File: src/rtl/ifu_bpu_if.sv
// Decode, branch-resolution and prediction signals between the mini-decoder, EXU, regfile and ifu_bpu.
// Latency: none, this is a bundle of wires.
// Backpressure: bpu_wait holds the decoder; master = decoder/EXU/regfile side, slave = predictor.
interface ifu_bpu_if #(
   parameter int PC_SIZE     = 32,
   parameter int XLEN        = 32,
   parameter int RFIDX_WIDTH = 5
);
   logic [PC_SIZE-1:0]     pc;
   logic                   dec_i_valid;
   logic                   dec_jal;
   logic                   dec_jalr;
   logic                   dec_bxx;
   logic [XLEN-1:0]        dec_bjp_imm;
   logic [RFIDX_WIDTH-1:0] dec_jalr_rs1idx;
   logic [RFIDX_WIDTH-1:0] dec_rdidx;
   logic                   dep_x1;
   logic                   dep_rs1;
   logic                   ir_valid_clr;
   logic [XLEN-1:0]        rf2bpu_x1;
   logic [XLEN-1:0]        rf2bpu_rs1;
   logic                   upd_valid;
   logic [PC_SIZE-1:0]     upd_pc;
   logic                   upd_taken;
   logic                   bpu_wait;
   logic                   bpu2rf_rs1_ena;
   logic                   prdt_taken;
   logic [PC_SIZE-1:0]     prdt_pc_add_op1;
   logic [PC_SIZE-1:0]     prdt_pc_add_op2;

   modport master (
      output pc, dec_i_valid, dec_jal, dec_jalr, dec_bxx, dec_bjp_imm, dec_jalr_rs1idx, dec_rdidx,
             dep_x1, dep_rs1, ir_valid_clr, rf2bpu_x1, rf2bpu_rs1, upd_valid, upd_pc, upd_taken,
      input  bpu_wait, bpu2rf_rs1_ena, prdt_taken, prdt_pc_add_op1, prdt_pc_add_op2
   );

   modport slave (
      input  pc, dec_i_valid, dec_jal, dec_jalr, dec_bxx, dec_bjp_imm, dec_jalr_rs1idx, dec_rdidx,
             dep_x1, dep_rs1, ir_valid_clr, rf2bpu_x1, rf2bpu_rs1, upd_valid, upd_pc, upd_taken,
      output bpu_wait, bpu2rf_rs1_ena, prdt_taken, prdt_pc_add_op1, prdt_pc_add_op2
   );
endinterface

File: src/rtl/ifu_bpu.sv
// IFU branch predictor: BHT of 2-bit counters, return address stack, JALR rs1 read sequencer.
// Latency: prediction and adder operands are combinational (0 cycles); rsN JALR costs 1 stall cycle.
// Backpressure: bpu_wait holds the decoded instruction while x1/rs1 are not yet readable.
// Ports: clk, rst (async, active-low), bus (slave side of ifu_bpu_if): decode inputs, dependency
//        flags, regfile read values, EXU update strobe; outputs bpu_wait, bpu2rf_rs1_ena,
//        prdt_taken and the two target adder operands.
module ifu_bpu #(
   parameter int PC_SIZE     = 32,
   parameter int XLEN        = 32,
   parameter int RFIDX_WIDTH = 5,
   parameter int BHT_DEPTH   = 16,
   parameter int RAS_DEPTH   = 4
) (
   input logic      clk,
   input logic      rst,
   ifu_bpu_if.slave bus
);
   localparam int BHT_IW = $clog2(BHT_DEPTH);
   localparam int RAS_PW = (RAS_DEPTH > 1) ? $clog2(RAS_DEPTH) : 1;
   localparam int RAS_CW = $clog2(RAS_DEPTH + 1);

   typedef enum logic {IDLE, RDRF} state_t;

   state_t             state;
   logic [1:0]         bht [BHT_DEPTH];
   logic [PC_SIZE-1:0] ras [RAS_DEPTH];
   logic [RAS_PW-1:0]  ras_ptr;   // next free slot; top lives at ras_ptr-1
   logic [RAS_CW-1:0]  ras_cnt;

   logic [BHT_IW-1:0]  prd_idx, upd_idx;
   logic [RAS_PW-1:0]  ras_top, ras_ptr_inc;
   logic               rs1_x0, rs1_x1, rs1_link, rd_link;
   logic               pop_cond, ras_hit, rsn_path, x1_wait, rd_grant;
   logic               rd_ena, stall, fire, push, pop;
   logic [PC_SIZE-1:0] push_val, op1;
   logic               unused_upd_pc;

   assign prd_idx = bus.pc[BHT_IW+1:2];
   assign upd_idx = bus.upd_pc[BHT_IW+1:2];
   assign unused_upd_pc = ^bus.upd_pc;

   assign rs1_x0   = (bus.dec_jalr_rs1idx == '0);
   assign rs1_x1   = (bus.dec_jalr_rs1idx == RFIDX_WIDTH'(1));
   assign rs1_link = rs1_x1 | (bus.dec_jalr_rs1idx == RFIDX_WIDTH'(5));
   assign rd_link  = (bus.dec_rdidx == RFIDX_WIDTH'(1)) | (bus.dec_rdidx == RFIDX_WIDTH'(5));

   // A link-to-link JALR with rd==rs1 is a coroutine swap, not a return: it must not pop.
   assign pop_cond = bus.dec_jalr & rs1_link & ~(rd_link & (bus.dec_rdidx == bus.dec_jalr_rs1idx));
   assign ras_hit  = pop_cond & (ras_cnt != '0);
   assign rsn_path = bus.dec_jalr & ~rs1_x0 & ~rs1_x1 & ~ras_hit;
   assign x1_wait  = bus.dec_jalr & rs1_x1 & ~ras_hit & bus.dep_x1;
   assign rd_grant = ~bus.dep_rs1 | bus.ir_valid_clr;

   // The read request is gated by reset so it drops in the very cycle reset asserts,
   // even though the decoder may still be presenting the JALR.
   assign rd_ena = rst & (state == IDLE) & bus.dec_i_valid & rsn_path & rd_grant;
   // In RDRF the regfile value is on rf2bpu_rs1, so the held JALR is accepted.
   assign stall  = bus.dec_i_valid & (x1_wait | ((state == IDLE) & rsn_path));
   assign fire   = bus.dec_i_valid & ~stall;

   assign push     = fire & (bus.dec_jal | bus.dec_jalr) & rd_link;
   assign pop      = fire & ras_hit;
   assign push_val = bus.pc + PC_SIZE'(4);

   assign ras_top     = (ras_ptr == '0) ? RAS_PW'(RAS_DEPTH - 1) : ras_ptr - 1'b1;
   assign ras_ptr_inc = (ras_ptr == RAS_PW'(RAS_DEPTH - 1)) ? '0 : ras_ptr + 1'b1;

   always_comb begin
      op1 = bus.pc;
      if (bus.dec_jal | bus.dec_bxx)
         op1 = bus.pc;
      else if (bus.dec_jalr & rs1_x0)
         op1 = '0;
      else if (ras_hit)
         op1 = ras[ras_top];
      else if (bus.dec_jalr & rs1_x1)
         op1 = bus.rf2bpu_x1[PC_SIZE-1:0];
      else
         op1 = bus.rf2bpu_rs1[PC_SIZE-1:0];
   end

   assign bus.bpu_wait        = stall;
   assign bus.bpu2rf_rs1_ena  = rd_ena;
   assign bus.prdt_taken      = bus.dec_i_valid &
                                (bus.dec_jal | bus.dec_jalr | (bus.dec_bxx & bht[prd_idx][1]));
   assign bus.prdt_pc_add_op1 = op1;
   assign bus.prdt_pc_add_op2 = bus.dec_bjp_imm[PC_SIZE-1:0];

   // JALR rs1 read sequencer: one cycle to request the port, one cycle to consume the data.
   always_ff @(posedge clk or negedge rst) begin
      if (!rst) begin
         state <= IDLE;
      end else begin
         case (state)
            IDLE: if (rd_ena) state <= RDRF;
            RDRF: state <= IDLE;
         endcase
      end
   end

   // Return address stack: circular, overwrites the oldest entry when full.
   always_ff @(posedge clk or negedge rst) begin
      if (!rst) begin
         ras_ptr <= '0;
         ras_cnt <= '0;
         for (int i = 0; i < RAS_DEPTH; i++) ras[i] <= '0;
      end else if (push & pop) begin
         ras[ras_top] <= push_val;
      end else if (push) begin
         ras[ras_ptr] <= push_val;
         ras_ptr      <= ras_ptr_inc;
         if (ras_cnt != RAS_CW'(RAS_DEPTH)) ras_cnt <= ras_cnt + 1'b1;
      end else if (pop) begin
         ras_ptr <= ras_top;
         ras_cnt <= ras_cnt - 1'b1;
      end
   end

   // BHT: reads are combinational from the array, so a same-cycle update is seen next cycle.
   always_ff @(posedge clk or negedge rst) begin
      if (!rst) begin
         for (int i = 0; i < BHT_DEPTH; i++) bht[i] <= 2'b01;
      end else if (bus.upd_valid) begin
         if (bus.upd_taken) begin
            if (bht[upd_idx] != 2'b11) bht[upd_idx] <= bht[upd_idx] + 2'b01;
         end else begin
            if (bht[upd_idx] != 2'b00) bht[upd_idx] <= bht[upd_idx] - 2'b01;
         end
      end
   end
endmodule

File: src/flat_wrapper.sv
// flat-port wrapper written by rule: the top's interface ports become plain ports
module ifu_bpu_flat 
#(
   parameter int PC_SIZE     = 32,
   parameter int XLEN        = 32,
   parameter int RFIDX_WIDTH = 5,
   parameter int BHT_DEPTH   = 16,
   parameter int RAS_DEPTH   = 4
)
  (clk, rst, bus_pc, bus_dec_i_valid, bus_dec_jal, bus_dec_jalr, bus_dec_bxx, bus_dec_bjp_imm, bus_dec_jalr_rs1idx, bus_dec_rdidx, bus_dep_x1, bus_dep_rs1, bus_ir_valid_clr, bus_rf2bpu_x1, bus_rf2bpu_rs1, bus_upd_valid, bus_upd_pc, bus_upd_taken, bus_bpu_wait, bus_bpu2rf_rs1_ena, bus_prdt_taken, bus_prdt_pc_add_op1, bus_prdt_pc_add_op2);
  ifu_bpu_if #(.PC_SIZE(PC_SIZE), .XLEN(XLEN), .RFIDX_WIDTH(RFIDX_WIDTH)) bus_i ();
  input logic clk;
  input logic rst;
  input wire logic [$bits(bus_i.pc)-1:0] bus_pc;
  input wire logic [$bits(bus_i.dec_i_valid)-1:0] bus_dec_i_valid;
  input wire logic [$bits(bus_i.dec_jal)-1:0] bus_dec_jal;
  input wire logic [$bits(bus_i.dec_jalr)-1:0] bus_dec_jalr;
  input wire logic [$bits(bus_i.dec_bxx)-1:0] bus_dec_bxx;
  input wire logic [$bits(bus_i.dec_bjp_imm)-1:0] bus_dec_bjp_imm;
  input wire logic [$bits(bus_i.dec_jalr_rs1idx)-1:0] bus_dec_jalr_rs1idx;
  input wire logic [$bits(bus_i.dec_rdidx)-1:0] bus_dec_rdidx;
  input wire logic [$bits(bus_i.dep_x1)-1:0] bus_dep_x1;
  input wire logic [$bits(bus_i.dep_rs1)-1:0] bus_dep_rs1;
  input wire logic [$bits(bus_i.ir_valid_clr)-1:0] bus_ir_valid_clr;
  input wire logic [$bits(bus_i.rf2bpu_x1)-1:0] bus_rf2bpu_x1;
  input wire logic [$bits(bus_i.rf2bpu_rs1)-1:0] bus_rf2bpu_rs1;
  input wire logic [$bits(bus_i.upd_valid)-1:0] bus_upd_valid;
  input wire logic [$bits(bus_i.upd_pc)-1:0] bus_upd_pc;
  input wire logic [$bits(bus_i.upd_taken)-1:0] bus_upd_taken;
  output wire logic [$bits(bus_i.bpu_wait)-1:0] bus_bpu_wait;
  output wire logic [$bits(bus_i.bpu2rf_rs1_ena)-1:0] bus_bpu2rf_rs1_ena;
  output wire logic [$bits(bus_i.prdt_taken)-1:0] bus_prdt_taken;
  output wire logic [$bits(bus_i.prdt_pc_add_op1)-1:0] bus_prdt_pc_add_op1;
  output wire logic [$bits(bus_i.prdt_pc_add_op2)-1:0] bus_prdt_pc_add_op2;
  assign bus_i.pc = bus_pc;
  assign bus_i.dec_i_valid = bus_dec_i_valid;
  assign bus_i.dec_jal = bus_dec_jal;
  assign bus_i.dec_jalr = bus_dec_jalr;
  assign bus_i.dec_bxx = bus_dec_bxx;
  assign bus_i.dec_bjp_imm = bus_dec_bjp_imm;
  assign bus_i.dec_jalr_rs1idx = bus_dec_jalr_rs1idx;
  assign bus_i.dec_rdidx = bus_dec_rdidx;
  assign bus_i.dep_x1 = bus_dep_x1;
  assign bus_i.dep_rs1 = bus_dep_rs1;
  assign bus_i.ir_valid_clr = bus_ir_valid_clr;
  assign bus_i.rf2bpu_x1 = bus_rf2bpu_x1;
  assign bus_i.rf2bpu_rs1 = bus_rf2bpu_rs1;
  assign bus_i.upd_valid = bus_upd_valid;
  assign bus_i.upd_pc = bus_upd_pc;
  assign bus_i.upd_taken = bus_upd_taken;
  assign bus_bpu_wait = bus_i.bpu_wait;
  assign bus_bpu2rf_rs1_ena = bus_i.bpu2rf_rs1_ena;
  assign bus_prdt_taken = bus_i.prdt_taken;
  assign bus_prdt_pc_add_op1 = bus_i.prdt_pc_add_op1;
  assign bus_prdt_pc_add_op2 = bus_i.prdt_pc_add_op2;
  ifu_bpu #(.PC_SIZE(PC_SIZE), .XLEN(XLEN), .RFIDX_WIDTH(RFIDX_WIDTH), .BHT_DEPTH(BHT_DEPTH), .RAS_DEPTH(RAS_DEPTH)) u_core (.clk(clk), .rst(rst), .bus(bus_i));
endmodule
File: config.mk
export PLATFORM = sky130hd
export DESIGN_NAME = ifu_bpu_flat
export DESIGN_NICKNAME = d
export VERILOG_FILES = /design/src/rtl/ifu_bpu_if.sv /design/src/rtl/ifu_bpu.sv /design/src/flat_wrapper.sv
export SDC_FILE = /design/constraint.sdc
export NUM_CORES = 1
export LEC_CHECK = 0
export BUFFER_PORTS_ARGS = -buffer_cell sky130_fd_sc_hd__buf_2
export CAP_MARGIN = 30
export CORE_MARGIN = 8
export CORE_UTILIZATION = 37
export CTS_BUF_LIST = sky130_fd_sc_hd__clkbuf_4 sky130_fd_sc_hd__clkbuf_8
export CTS_CLUSTER_SIZE = 25
export DETAILED_ROUTE_END_ITERATION = 8
export PLACE_DENSITY = 0.69
export SETUP_SLACK_MARGIN = 0.1
export SYNTH_ARGS = -nofsm -noshare
export SYNTH_HDL_FRONTEND = slang
export SYNTH_SLANG_ARGS = --single-unit
File: constraint.sdc
create_clock -name clk -period 4 [get_ports clk]
set_input_delay 0 -clock clk [delete_from_list [all_inputs] [get_ports clk]]
set_output_delay 0 -clock clk [all_outputs]
set_load 0.02 [all_outputs]
==> metrics.csv, run 1 <==
stage;metric;value;unit
critical_path;Required @ worst endpoint;4360;ps
routing;Routed wire per std cell;20.05;um
place;IO buf count;155;
global_route;first-pass GRT wire length;39.74;mm
synthesis;register bit total from synthesis;166;
power;P_leak;5.429;nW
sta;Final Skew;21.62;ps
synthesis;Ys Warns;0;
power;Peak supply drop;313.3;uV
layout;share of cells above drive strength 1;51.52;%
sta;Finish-stage setup viols;0;
cts;CTS tree;yes;
cts;Post-CTS Resized;0;
cts;root buffer cell;clkbuf_8;
sta;Final period util;79.77;%
run;Max Cap Violations;0;
routing;Pre-Repair DR Iteration Count;4;
min_path;worst hold start;bus_dec_bjp_imm[4];
synthesis;Avg Cell Area, Syn;13.35;sq um
sta;RSZ-0062 raised after global routing;no;
synthesis;Synth cell types;52;
routing;WL final;24.70;mm
run_status;run status;finished, final reports clean;
routing;Residual DRC;0;
cts;cts hold-fix bufs;8;
synthesis;ranking of synthesized cells by area;dfrtp_1 (37%), mux2_4 (12%), mux2_2 (11%), mux4_2 (10%), dfstp_2 (4.1%);
floorplanning;Initial Util;37.66;%
cts;CTS max path bufs;2;
global_route;initial antenna violation count;0;
synthesis;register area share after synthesis;41.12;%
routing;drt first-iter violations;380;
synthesis;Mapped Area;0.01015;sq mm
global_route;remaining global-route overflow;0;
cts;clk_lat worst skew;470;ps
floorplanning;Die W;181.6;um
floorplanning;core area;0.02695;sq mm
sta;Max-slew headroom;30.48;%
power;PwrDens;494.6;mW/mm^2
synthesis;Post-synth top cells;dfrtp_1 (150), mux2_2 (100), mux2_4 (81), nand2_1 (49), mux4_2 (46);
global_route;pin count of the biggest net entering global routing;94;
critical_path;Setup crit start;u_core.bht[1];
synthesis;number of synthesized flops with an enable pin;0;
routing;vias;6496;
power;PnR Total Power;5.666;mW
layout;fill cell count;2470;
critical_path;r2r startpoint;u_core.bht[1];
place;post-detail-place hpwl;17.02;mm
min_path;worst hold path class;in2out;
global_route;vias in the first global route;7083;
synthesis;Post-Synthesis Cells;760;
critical_path;Crit path arrival time;3550;ps
cts;CTS Buf Count;17;
synthesis;Main synth FF type;dfrtp_1;
cts;clk slew on worst S/H paths;90;ps
global_route;gr usage total;15.15;%
floorplanning;I/O pins;248;
sta;Slew @ Worst Pin;1035;ps
sta;top achievable clock speed;313.4;MHz
synthesis;Yosys top cell area share;36.98;%
synthesis;post-synthesis net count;950;
critical_path;crit path capture type;flop;
sta;count of pins over their slew limit;0;
cts;Post-CTS Setup Bufs;0;
critical_path;CP max FO;4;
layout;Nets;1068;
cts;CTS sink count;166;
layout;area delta synth->final;12.87;%
floorplanning;FP Rows;60;
sta;setup TNS;0;ps
routing;number of antenna-violating nets in the routed design;0;
layout;# diodes;0;
floorplanning;Die ar.;0.03299;sq mm
sta;final hold violations;0;
place;Final GP Congestion;0.7823;
sta;final period demand of the worst path;3191;ps
critical_path;Worst Setup Start Kind;flop;
synthesis;fraction of registers with async set/reset;100.0;%
synthesis;cell taking the most area after synthesis;dfrtp_1;
floorplanning;Die Height;181.6;um
cts;H-tree Lvls;4;
synthesis;most numerous cell in the Yosys netlist;dfrtp_1;
critical_path;CP Class;reg2reg;
critical_path;slack of the worst reg-to-reg path;810;ps
routing;vias per cell;5.273;
## sequential cells by signal, summed over array words and instances (netlist names), named ones only
name            flops
u_core.bht         16
u_core.ras_cnt      3
u_core.ras_ptr      2
u_core.ras        128
u_core.state        1
## cell type report
cell class	count	area [sq um]	share of cell area [%]
inverter	13	48.80	0.4259
tap	341	426.7	3.724
sequential	166	4174	36.44
timing repair buffer	176	1035	9.032
multi-input combinational	504	5360	46.79
clock inverter	13	156.4	1.365
clock buffer	19	255.2	2.228
## final timing paths
path                       cells after the start                endpoint
max in group asynchronous                      3          u_core.ras[30]
setup reg to reg                               8           u_core.bht[7]
setup / recovery                               8           u_core.bht[7]
hold / removal                                 0  bus_prdt_pc_add_op2[4]
hold reg to reg                                1          u_core.ras[65]
min in group asynchronous                      2          u_core.ras[71]
## routing by layer
| metal | vias up | GRT usage [%] | share of wire (%) |
|---|---|---|---|
| met3 | 29 | 4.750 | 7.4 |
| met4 | 0 | 4.526 | 1.4 |
| met5 | - | 0 | 0 |
| met2 | 197 | 24.37 | 47 |
| met1 | 3294 | 19.27 | 44 |
| li1 | 2976 | - | - |
## cells by family after synthesis
group	synth area share (%)
buf+inv	6.385
simple gates	7.014
xor+xnor	2.675
fa+ha+maj	1.183
flops	41.12
compound gates	3.279
mux	38.34
## cells in the final DEF (no fill, tap or decap), types with 17 or more instances in the layout
master	instances
nor2_1	20
mux2i_1	40
clkbuf_8	18
dfrtp_1	150
o21ai_0	30
mux2_4	81
mux2_2	100
buf_2	154
xnor2_1	24
nand2_1	49
nand3_1	17
mux4_2	46
## worst max-delay path, cell delays in order, from the launching register on
cell and delay, ps:
dfrtp_1 410, mux4_2 490, mux4_2 500, ha_1 200, mux2i_1 110, and2_1 200
nor3b_1 550, nor2b_1 270, mux2_2 350
## metrics by stage
step | setup WS (ps) | hold slack [ps] | instance area (sq um) | std cells | util [%]
6_report | 809.3 | 0.006603 | 11460 | 1232 | 42.51
5_1_grt | 683.5 | 0.03599 | 11460 | 1232 | 42.51
4_1_cts | 817.1 | 0.1367 | 11460 | 1232 | 42.51
3_5_place_dp | 800.2 | 0.1367 | 10960 | 1192 | 40.68
3_3_place_gp | 849.8 | 0.1367 | 10960 | 1192 | 40.68
2_1_floorplan | 930.7 | -295.6 | 10150 | 760 | -
## power by group
group / total, mW / switching [mW] / internal (mW) / leakage (nW)
clock: 1.29 / 0.694 / 0.598 / 0.209
combinational: 2.01 / 0.933 / 1.07 / 3.03
sequential: 2.37 / 0.237 / 2.13 / 2.19
(Power assumes the default switching activity.)
==> run 2: changes to the inputs <==
--- a/config.mk
+++ b/config.mk
@@ -12,7 +12,7 @@
 export CTS_BUF_LIST = sky130_fd_sc_hd__clkbuf_4 sky130_fd_sc_hd__clkbuf_8
 export CTS_CLUSTER_SIZE = 25
 export DETAILED_ROUTE_END_ITERATION = 8
-export PLACE_DENSITY = 0.69
+export PLACE_DENSITY = 0.71
 export SETUP_SLACK_MARGIN = 0.1
 export SYNTH_ARGS = -nofsm -noshare
 export SYNTH_HDL_FRONTEND = slang
==> constraint.sdc (replaced) <==
create_clock -name clk -period 2.8 [get_ports clk]
set_input_delay 0 -clock clk [delete_from_list [all_inputs] [get_ports clk]]
set_output_delay 0 -clock clk [all_outputs]
set_load 0.02 [all_outputs]
==> run 2 against run 1 <==
The flow now finishes with violations (negative setup slack). Sequential power increased by 43%. Cell count increased by 4.3%. Count of clock-buffer cells in the layout decreased by 2. Largest power group is now combinational cells. Routed wire length increased by 3.5%. Cell area increased by 7.1%. Combinational power increased by 80%. Global-route usage increased by 0.083 points. Non-clock buffer count increased by 53. Clock power increased by 38%. Die area unchanged. Sequential share of layout area decreased by 2.4 points.
==> metrics.csv, run 2 (synthesis gave the netlist of run 1 again) <==
stage;metric;value;unit;change
sta;Max-slew headroom;43.89;%;+13 points
critical_path;crit path capture type;flop;;
critical_path;Buf+Inv Stages, Crit Path;0;;unchanged
global_route;initial antenna violation count;0;;unchanged
run_status;run status;complete, but fails checks;;
sta;Final period util;101.3;%;+22 points
routing;number of antenna-violating nets in the routed design;0;;unchanged
floorplanning;Die ar.;0.03299;sq mm;unchanged
cts;root buffer cell;clkbuf_8;;
cts;clk slew on worst S/H paths;110;ps;+20 ps
place;DP Worst Slack;-134.9;ps;-935.1 ps
floorplanning;Initial Util;37.66;%;unchanged
routing;Residual DRC;0;;unchanged
cts;H-tree Lvls;4;;unchanged
place;post-detail-place hpwl;17.54;mm;+3.1%
critical_path;CP max FO;4;;unchanged
critical_path;CP Class;reg2reg;;
run;Max Cap Violations;0;;unchanged
critical_path;CP max stage cell;mux4_2;;
critical_path;slack of the worst reg-to-reg path;-40;ps;-850 ps
floorplanning;Die W;181.6;um;unchanged
global_route;remaining global-route overflow;0;;unchanged
floorplanning;FP Rows;60;;unchanged
layout;Nets;1121;;+5.0%
routing;Pre-Repair DR Iteration Count;5;;+1
sta;top achievable clock speed;352.6;MHz;+13%
critical_path;Worst Setup Start Kind;flop;;
layout;# diodes;0;;unchanged
sta;RSZ-0062 raised after global routing;yes;;
layout;top flop regs;u_core.ras: 128 flops, u_core.bht: 16 flops, u_core.ras_cnt: 3 flops;;
critical_path;worst-path cell chain;mux4_2 -> mux4_2 -> ha_4 -> mux2i_1 -> and2_4 -> nand3b_1 -> nor3_2 -> mux2_4;;
power;PnR Total Power;8.766;mW;+55%
sta;final hold violations;0;;unchanged
global_route;pin count of the biggest net entering global routing;120;;+28%
cts;CTS Buf Count;17;;unchanged
global_route;vias in the first global route;7431;;+4.9%
power;PwrDens;714.5;mW/mm^2;+44%
floorplanning;I/O pins;248;;unchanged
layout;area delta synth->final;20.88;%;
place;dpl cells;1218;;+2.2%
power;P_leak;5.817;nW;+7.2%
critical_path;Most common cell on crit path;mux4_2;;
global_route;first-pass GRT wire length;40.25;mm;+1.3%
sta;count of pins over their slew limit;0;;unchanged
layout;number of flip-flops under the largest register name;128;;unchanged
critical_path;Required @ worst endpoint;3170;ps;-1190 ps
layout;share of cells above drive strength 1;57.20;%;+5.7 points
place;IO buf count;155;;unchanged
routing;vias per cell;5.265;;-0.14%
sta;Slew @ Worst Pin;841.7;ps;-193.1 ps
critical_path;Largest stage delay, worst path;540;ps;about the same
sta;setup TNS;-140.5;ps;-140.5 ps
layout;Reg with most FFs;u_core.ras;;
sta;hold slack;0.006611;ps;+0.000007850 ps
cts;CTS max path bufs;2;;unchanged
floorplanning;core area;0.02695;sq mm;unchanged
cts;CTS tree;yes;;
critical_path;top cell family by delay on the critical path;multiplexers;;
routing;WL final;25.58;mm;+3.5%
routing;vias;6766;;+4.2%
critical_path;Crit path arrival time;3200;ps;-350 ps
layout;most frequent cells in the layout;buf_2 (154), dfrtp_1 (148), mux2_4 (96);;
layout;fill cell count;2377;;-3.8%
place;Final GP Congestion;0.7675;;-1.9%
sta;final period demand of the worst path;2836;ps;-355.0 ps
cts;clk_lat worst skew;470;ps;about the same
layout;Non-Filler Instances;1285;;+4.3%
floorplanning;Die Height;181.6;um;unchanged
run_status;failing checks;negative setup slack;;
layout;most common cell after layout, fill and taps aside;buf_2;;
sta;Final Skew;27.85;ps;+6.232 ps
sta;worst setup margin;-35.73;ps;-845.0 ps
cts;CTS sink count;166;;unchanged
routing;Routed wire per std cell;19.90;um;-0.72%
global_route;gr usage total;15.23;%;+0.083 points
power;Peak supply drop;342.1;uV;+9.2%
sta;Finish-stage setup viols;8;;+8
routing;drt first-iter violations;422;;+11%
min_path;worst hold path class;in2out;;
-- run 2: cell types whose count changed in the layout (fill, tap and decap cells not counted), sizes merged --
cell	delta
dlygate4sd3	+2
bufinv	-2
inv	+1
clkinv	+3
buf	+49
-- run 2: power breakdown --
part	leakage [nW]	internal (mW)	total [mW]	switching [mW]
Clock	0.205	0.689	1.78	1.09
Sequential	2.19	3.04	3.38	0.332
Combinational	3.42	2.05	3.61	1.56
Total	5.82	5.78	8.77	2.98
-- run 2: final cells by class --
class	instances	area (sq um)	area share (%)
multi-input combinational	504	5617	45.78
sequential	166	4177	34.04
tap	341	426.7	3.477
inverter	13	48.80	0.3977
clock inverter	15	177.7	1.448
timing repair buffer	229	1589	12.95
clock buffer	17	234.0	1.907
-- run 2: worst paths after layout --
kind	to	depth (start not counted)	startpoint
max	u_core.bht[27]	8	u_core.bht[7]
min	bus_prdt_pc_add_op2[12]	0	bus_dec_bjp_imm[12]
max reg2reg	u_core.bht[27]	8	u_core.bht[7]
min reg2reg	u_core.ras[63]	1	u_core.ras[63]
max in group asynchronous	u_core.ras[99]	3	rst
min in group asynchronous	u_core.ras[58]	2	rst
-- run 2: metal layers --
metal | track usage [%] | routed length (um)
met5 | 0 | 0
met3 | 3.852 | 1500
met2 | 24.85 | 12190
met1 | 19.60 | 11410
met4 | 4.690 | 473
-- run 2: worst reg2reg max path, cell delays in order, from the launching register on --
cell      delay, ps
dfrtp_1         410
mux4_2          470
mux4_2          540
ha_4            190
mux2i_1         140
and2_4          190
nand3b_1        210
nor3_2          270
mux2_4          320
-- run 2: timing repair --
item,in CTS,in global routing
gates resized for setup,29,31
pin swaps,9,9
buffers inserted,9,12
hold buffers,10,0
endpoints found under the setup margin,63,97
endpoints found under the hold margin,70,0
gates cloned,1,3
-- run 2: metrics by stage --
stage	cell area, sq um	util [%]
final	12270	45.52
after floorplan	10220	-
after global routing	12270	45.52
after detailed placement	11240	41.69
after CTS	11970	44.42
after global placement	11230	41.67
